### config.mk
export PLATFORM = sky130hd
export DESIGN_NAME = hazard_ctrl
export DESIGN_NICKNAME = d
export VERILOG_FILES = /design/src/rtl/hz_pkg.sv /design/src/rtl/hz_match.sv /design/src/rtl/hazard_ctrl.sv
export SDC_FILE = /design/constraint.sdc
export NUM_CORES = 1
export LEC_CHECK = 0
export BUFFER_PORTS_ARGS = -buffer_cell sky130_fd_sc_hd__buf_2
export CORE_MARGIN = 4
export CORE_UTILIZATION = 45
export DETAILED_ROUTE_END_ITERATION = 16
export MAX_ROUTING_LAYER = met4
export PLACE_DENSITY = 0.69
export SLEW_MARGIN = 5
export SYNTH_ARGS = -nofsm -noshare
export SYNTH_HDL_FRONTEND = slang
export SYNTH_HIERARCHICAL = 1
export SYNTH_SLANG_ARGS = --single-unit
### constraint.sdc
create_clock -name clk -period 2.49 [get_ports clk]
set_input_delay 0.249 -clock clk [delete_from_list [all_inputs] [get_ports clk]]
set_output_delay 0.249 -clock clk [all_outputs]
set_load 0.01 [all_outputs]
### src/rtl/hz_pkg.sv
// rtl/hz_pkg.sv - shared codes and slot record for the pipeline hazard controller
package hz_pkg;

  // Stage at whose end a result becomes valid
  localparam logic [1:0] RDY_EX   = 2'b00;
  localparam logic [1:0] RDY_MEM1 = 2'b01;
  localparam logic [1:0] RDY_MEM2 = 2'b10;

  // Where a source operand is consumed
  localparam logic [1:0] USE_NONE = 2'b00;
  localparam logic [1:0] USE_ID   = 2'b01;
  localparam logic [1:0] USE_EX   = 2'b10;

  // EX operand selects (MUX4/MUX5)
  localparam logic [1:0] SEL_GPR  = 2'b00;
  localparam logic [1:0] SEL_EX   = 2'b01;
  localparam logic [1:0] SEL_MEM1 = 2'b10;
  localparam logic [1:0] SEL_MEM2 = 2'b11;

  // ID compare selects (MUX8/MUX9)
  localparam logic [1:0] CMP_GPR  = 2'b00;
  localparam logic [1:0] CMP_MEM1 = 2'b01;
  localparam logic [1:0] CMP_MEM2 = 2'b10;

  typedef struct packed {
    logic       valid;
    logic       wen;
    logic [4:0] waddr;
    logic [1:0] rdy;
  } slot_t;

  localparam slot_t SLOT_BUBBLE = '0;

endpackage

### src/rtl/hz_match.sv
// rtl/hz_match.sv - compares one scoreboard slot against one source register
module hz_match
  import hz_pkg::*;
(
  input  slot_t      slot,
  input  logic [4:0] raddr,
  output logic       match,
  output logic [1:0] rdy
);

  // $0 is hardwired, so a write to it never produces a hazard
  assign match = slot.valid && slot.wen && (slot.waddr == raddr) && (raddr != 5'd0);
  assign rdy   = slot.rdy;

endmodule

### src/rtl/hazard_ctrl.sv
// rtl/hazard_ctrl.sv - scoreboard, forwarding selects, ID stall and mult/div busy counter
module hazard_ctrl
  import hz_pkg::*;
#(
  parameter int MD_LAT = 32
) (
  input  logic       clk,
  input  logic       rst_n,
  input  logic       hold,
  input  logic       flush,
  input  logic       id_valid,
  input  logic [4:0] id_rs,
  input  logic [4:0] id_rt,
  input  logic [1:0] id_rs_use,
  input  logic [1:0] id_rt_use,
  input  logic       id_wen,
  input  logic [4:0] id_waddr,
  input  logic [1:0] id_rdy,
  input  logic       id_md_start,
  input  logic       id_hilo_use,
  output logic       stall,
  output logic [1:0] mux4_sel,
  output logic [1:0] mux5_sel,
  output logic [1:0] mux8_sel,
  output logic [1:0] mux9_sel,
  output logic       md_busy
);

  localparam int CW = $clog2(MD_LAT + 1);
  localparam logic [CW-1:0] MD_LOAD = CW'(MD_LAT);

  slot_t         s_ex, s_mem1, s_mem2, s_wb;
  logic [4:0]    ex_rs, ex_rt;
  logic [1:0]    ex_rs_use, ex_rt_use;
  logic [CW-1:0] md_cnt;

  slot_t pipe [4];
  assign pipe[0] = s_ex;
  assign pipe[1] = s_mem1;
  assign pipe[2] = s_mem2;
  assign pipe[3] = s_wb;

  logic [3:0] id_rs_hit, id_rt_hit;
  logic [1:0] id_rs_rdy [4];
  logic [1:0] id_rt_rdy [4];
  logic [3:1] ex_rs_hit, ex_rt_hit;
  logic [1:0] ex_rs_rdy [1:3];
  logic [1:0] ex_rt_rdy [1:3];

  for (genvar i = 0; i < 4; i++) begin : g_id
    hz_match u_rs (.slot(pipe[i]), .raddr(id_rs), .match(id_rs_hit[i]), .rdy(id_rs_rdy[i]));
    hz_match u_rt (.slot(pipe[i]), .raddr(id_rt), .match(id_rt_hit[i]), .rdy(id_rt_rdy[i]));
  end

  // The EX operand never needs to look at itself, only at older slots
  for (genvar i = 1; i < 4; i++) begin : g_ex
    hz_match u_rs (.slot(pipe[i]), .raddr(ex_rs), .match(ex_rs_hit[i]), .rdy(ex_rs_rdy[i]));
    hz_match u_rt (.slot(pipe[i]), .raddr(ex_rt), .match(ex_rt_hit[i]), .rdy(ex_rt_rdy[i]));
  end

  function automatic logic [1:0] ex_sel(input logic [1:0] op_use, input logic [3:1] hit,
                                        input logic [1:0] rdy_mem1, input logic [1:0] rdy_mem2);
    if (op_use != USE_EX) return SEL_GPR;
    if (hit[1] && rdy_mem1 == RDY_EX) return SEL_EX;
    if (hit[2] && rdy_mem2 <= RDY_MEM1) return SEL_MEM1;
    if (hit[3]) return SEL_MEM2;
    return SEL_GPR;
  endfunction

  function automatic logic [1:0] id_sel(input logic [1:0] op_use, input logic [3:0] hit,
                                        input logic [1:0] rdy_mem2);
    if (op_use != USE_ID) return CMP_GPR;
    if (hit[2] && rdy_mem2 <= RDY_MEM1) return CMP_MEM1;
    if (hit[3]) return CMP_MEM2;
    return CMP_GPR;
  endfunction

  // Branch compares happen in ID, so they wait one stage longer than EX consumers
  function automatic logic op_stall(input logic [1:0] op_use, input logic [3:0] hit,
                                    input logic [1:0] rdy_ex, input logic [1:0] rdy_mem1,
                                    input logic [1:0] rdy_mem2);
    if (op_use == USE_ID)
      return hit[0] || hit[1] || (hit[2] && rdy_mem2 == RDY_MEM2);
    if (op_use == USE_EX)
      return (hit[0] && rdy_ex >= RDY_MEM1) || (hit[1] && rdy_mem1 == RDY_MEM2);
    return 1'b0;
  endfunction

  logic rs_stall, rt_stall, md_issue;

  always_comb begin
    rs_stall = op_stall(id_rs_use, id_rs_hit, id_rs_rdy[0], id_rs_rdy[1], id_rs_rdy[2]);
    rt_stall = op_stall(id_rt_use, id_rt_hit, id_rt_rdy[0], id_rt_rdy[1], id_rt_rdy[2]);
    stall    = id_valid && (rs_stall || rt_stall || (id_hilo_use && md_busy));
    mux4_sel = ex_sel(ex_rs_use, ex_rs_hit, ex_rs_rdy[1], ex_rs_rdy[2]);
    mux5_sel = ex_sel(ex_rt_use, ex_rt_hit, ex_rt_rdy[1], ex_rt_rdy[2]);
    mux8_sel = id_sel(id_rs_use, id_rs_hit, id_rs_rdy[2]);
    mux9_sel = id_sel(id_rt_use, id_rt_hit, id_rt_rdy[2]);
    md_busy  = (md_cnt != '0);
    md_issue = id_md_start && id_valid && !stall && !flush;
  end

  always_ff @(posedge clk) begin
    if (!rst_n) begin
      s_ex      <= SLOT_BUBBLE;
      s_mem1    <= SLOT_BUBBLE;
      s_mem2    <= SLOT_BUBBLE;
      s_wb      <= SLOT_BUBBLE;
      ex_rs     <= 5'd0;
      ex_rt     <= 5'd0;
      ex_rs_use <= USE_NONE;
      ex_rt_use <= USE_NONE;
      md_cnt    <= '0;
    end else if (!hold) begin
      s_wb   <= s_mem2;
      s_mem2 <= s_mem1;
      s_mem1 <= flush ? SLOT_BUBBLE : s_ex;
      if (id_valid && !stall && !flush) begin
        s_ex      <= '{valid: 1'b1, wen: id_wen, waddr: id_waddr, rdy: id_rdy};
        ex_rs     <= id_rs;
        ex_rt     <= id_rt;
        ex_rs_use <= id_rs_use;
        ex_rt_use <= id_rt_use;
      end else begin
        // Clearing the uses keeps the EX selects at GPR behind a bubble
        s_ex      <= SLOT_BUBBLE;
        ex_rs_use <= USE_NONE;
        ex_rt_use <= USE_NONE;
      end
      if (md_issue)
        md_cnt <= MD_LOAD;
      else if (md_cnt != '0)
        md_cnt <= md_cnt - 1'b1;
    end
  end

endmodule

==> qor.yml <==
grt:
  antenna_found_initial: 0
  grt_pass1_vias: 2752
  grt_max_degree: 43
  grt-ovfl-total: 0
  grt_pass1_wl_um: 14100
  grt.total_usage_pct: 20.2
sta:
  min_period_ns: 2.36
  finalMaxSlewViolations: 0
  setup-violations-final: 0
  finalCritPeriodShare_pct: 94.9
  fin_worst_skew_ns: 0.0111
  max_freq_mhz: 423
  hold_viol: 0
  relSlewSlack_pct: 64.1
  worstMarginPinSlew_ns: 0.538
worst_setup_path:
  timing.rr.start: "pipe[31]$_SDFFE_PN0N_"
  worstPathArrival_ns: 2.11
  worstPathRequired_ns: 2.24
  critPathLaunchType: "register"
  path_cells: "nor4_1 > o21ai_0 > nor3b_2 > o21ai_0 > a21oi_2 > a21oi_2 > nand2_2 > a21oi_1 > nor2b_1 > buf_2"
  startpoint: "pipe[31]$_SDFFE_PN0N_"
  crit_buf_inv: 1
  path_delay_family: "compound AO/OA/AOI/OAI gates"
  critical_path_peak_fanout: 6
  crit_cells: 10
  worstSetupPathType: "reg -> out"
  critPathMaxStageDelay_ns: 0.40
  slowest_stage: "dfxtp_1"
  cp-end-kind: "primary output"
  worstRegToRegCells: 9
min_path:
  holdPathStages: 2
  hold_path.class: "in -> reg"
  min_from: "id_waddr[0]"
die:
  rows: 31
  pin_count: 39
  die_y_um: 95.6
  fp.coreArea_um2: 7370
  design.die.area_um2: 9130
  die_w_um: 95.6
  start_util_pct: 46.8
final_layout:
  drive_above_1_share_pct: 21.4
  finish.utilization_pct: 52.0
  area_growth_pct: 11.1
  antenna_cells: 0
  final_nets: 455
route:
  wl_per_cell_um: 16.6
  wl_um: 8710
  first_iter_violations: 206
  drc: 0
  viasPerCell: 5.65
  vias: 2968
  ant_nets: 0
  firstDrtPassIters: 5
power_and_ir_drop:
  p_leak_nw: 1.40
  vdd_drop_max_mv: 0.560
  fin_total_pwr_mw: 2.19
  powerDensity_nw_per_um2: 572
clock_tree:
  cts_inserted_buffers: 5
  tritoncts: "done"
  cts_root_buffer: "clkbuf_8"
  htree_levels: 2
  clkTransAtPathRegs_ns: 0.10
  clock-sinks: 54
  clkLatencyLatePin_ns: 0.32
  clockBufferDepth: 2
placed_design:
  gp_congestion: 0.916
  dp_hpwl_um: 6350
  place.port_buffers: 38
run:
  max_cap_violations: 0
logic_synthesis:
  syn_area_um2: 3450
  syn-instance-count: 403
  postSynthAreaPerCell_um2: 8.56
  synth_warnings: 6
  synthesis.nets: 433
run_status:
  status: "completed"
flip-flops by register name (all words and copies together), names as in the netlist:
name and cells:
pipe 34, md_cnt 6, ex_rs 5, ex_rt 5
ex_rs_use 2, ex_rt_use 2
final cells by class:
cell class              instances  area [µm²]
clock buffers                   5        68.8
clock inverters                 3        43.8
fillers                       713        3540
inverters                      20        75.1
multi-input cells             297        2160
flip-flops and latches         54        1100
well taps                      99         124
repair buffers                 47         262
report_power, final:
part	total, mW	internal, mW	switching, mW	leakage (nW)
clock	0.616	0.302	0.314	0.0585
sequential	1.00	0.924	0.0762	0.442
combinational	0.577	0.255	0.323	0.901
metal layers:
metal  track usage (%)  vias up  share of wire, %
met5                 -        -                 0
met4              5.92        0               2.0
met3              2.92       21               4.7
met2              32.3       95                47
met1              26.6     1389                46
li1                  -     1463                 -
stage by stage:
step / cell area [µm²] / hold slack [ns] / TNS, ns / setup WS (ns) / std cells
2_1_floorplan: 3450 / 0.374 / 0 / 0.398 / 403
3_3_place_gp: 3620 / 0.457 / 0 / 0.133 / 515
3_5_place_dp: 3620 / 0.465 / 0 / 0.0505 / 515
4_1_cts: 3730 / 0.139 / 0 / 0.00612 / 523
5_1_grt: 3830 / 0.127 / -0.0164 / -0.0164 / 525
6_report: 3830 / 0.137 / 0 / 0.127 / 525
what timing repair did:
action,in CTS,in global routing
pin swaps,0,8
hold buffers,0,0
endpoints found under the setup margin,1,24
buffers inserted,0,2
gates resized for setup,3,24
layout by cell type (no fill, tap or decap), types with 5 or more instances in the layout:
cell type	instances
clkbuf_8	5
nand2_1	6
nor2b_1	5
o21ai_0	16
nand2b_1	9
a21oi_1	18
buf_2	38
a22o_1	12
nor3b_1	13
nor4_1	12
buf_4	8
nor3b_2	13
dfxtp_2	5
mux2i_1	27
dfxtp_1	46
nand3_1	15
o2111ai_1	14
inv_1	20
xnor2_1	54
nor2_1	43
final timing paths:
check / endpoint / slack (ns)
worst max-delay path: stall / 0.13
worst min-delay path: pipe[29]$_SDFFE_PN0N_ / 0.14
worst max register to register: md_cnt[5]$_SDFFE_PN0P_ / 0.26
worst min register to register: ex_rs_use[0]$_SDFFE_PN0N_ / 0.48
(Power assumes the default switching activity.)
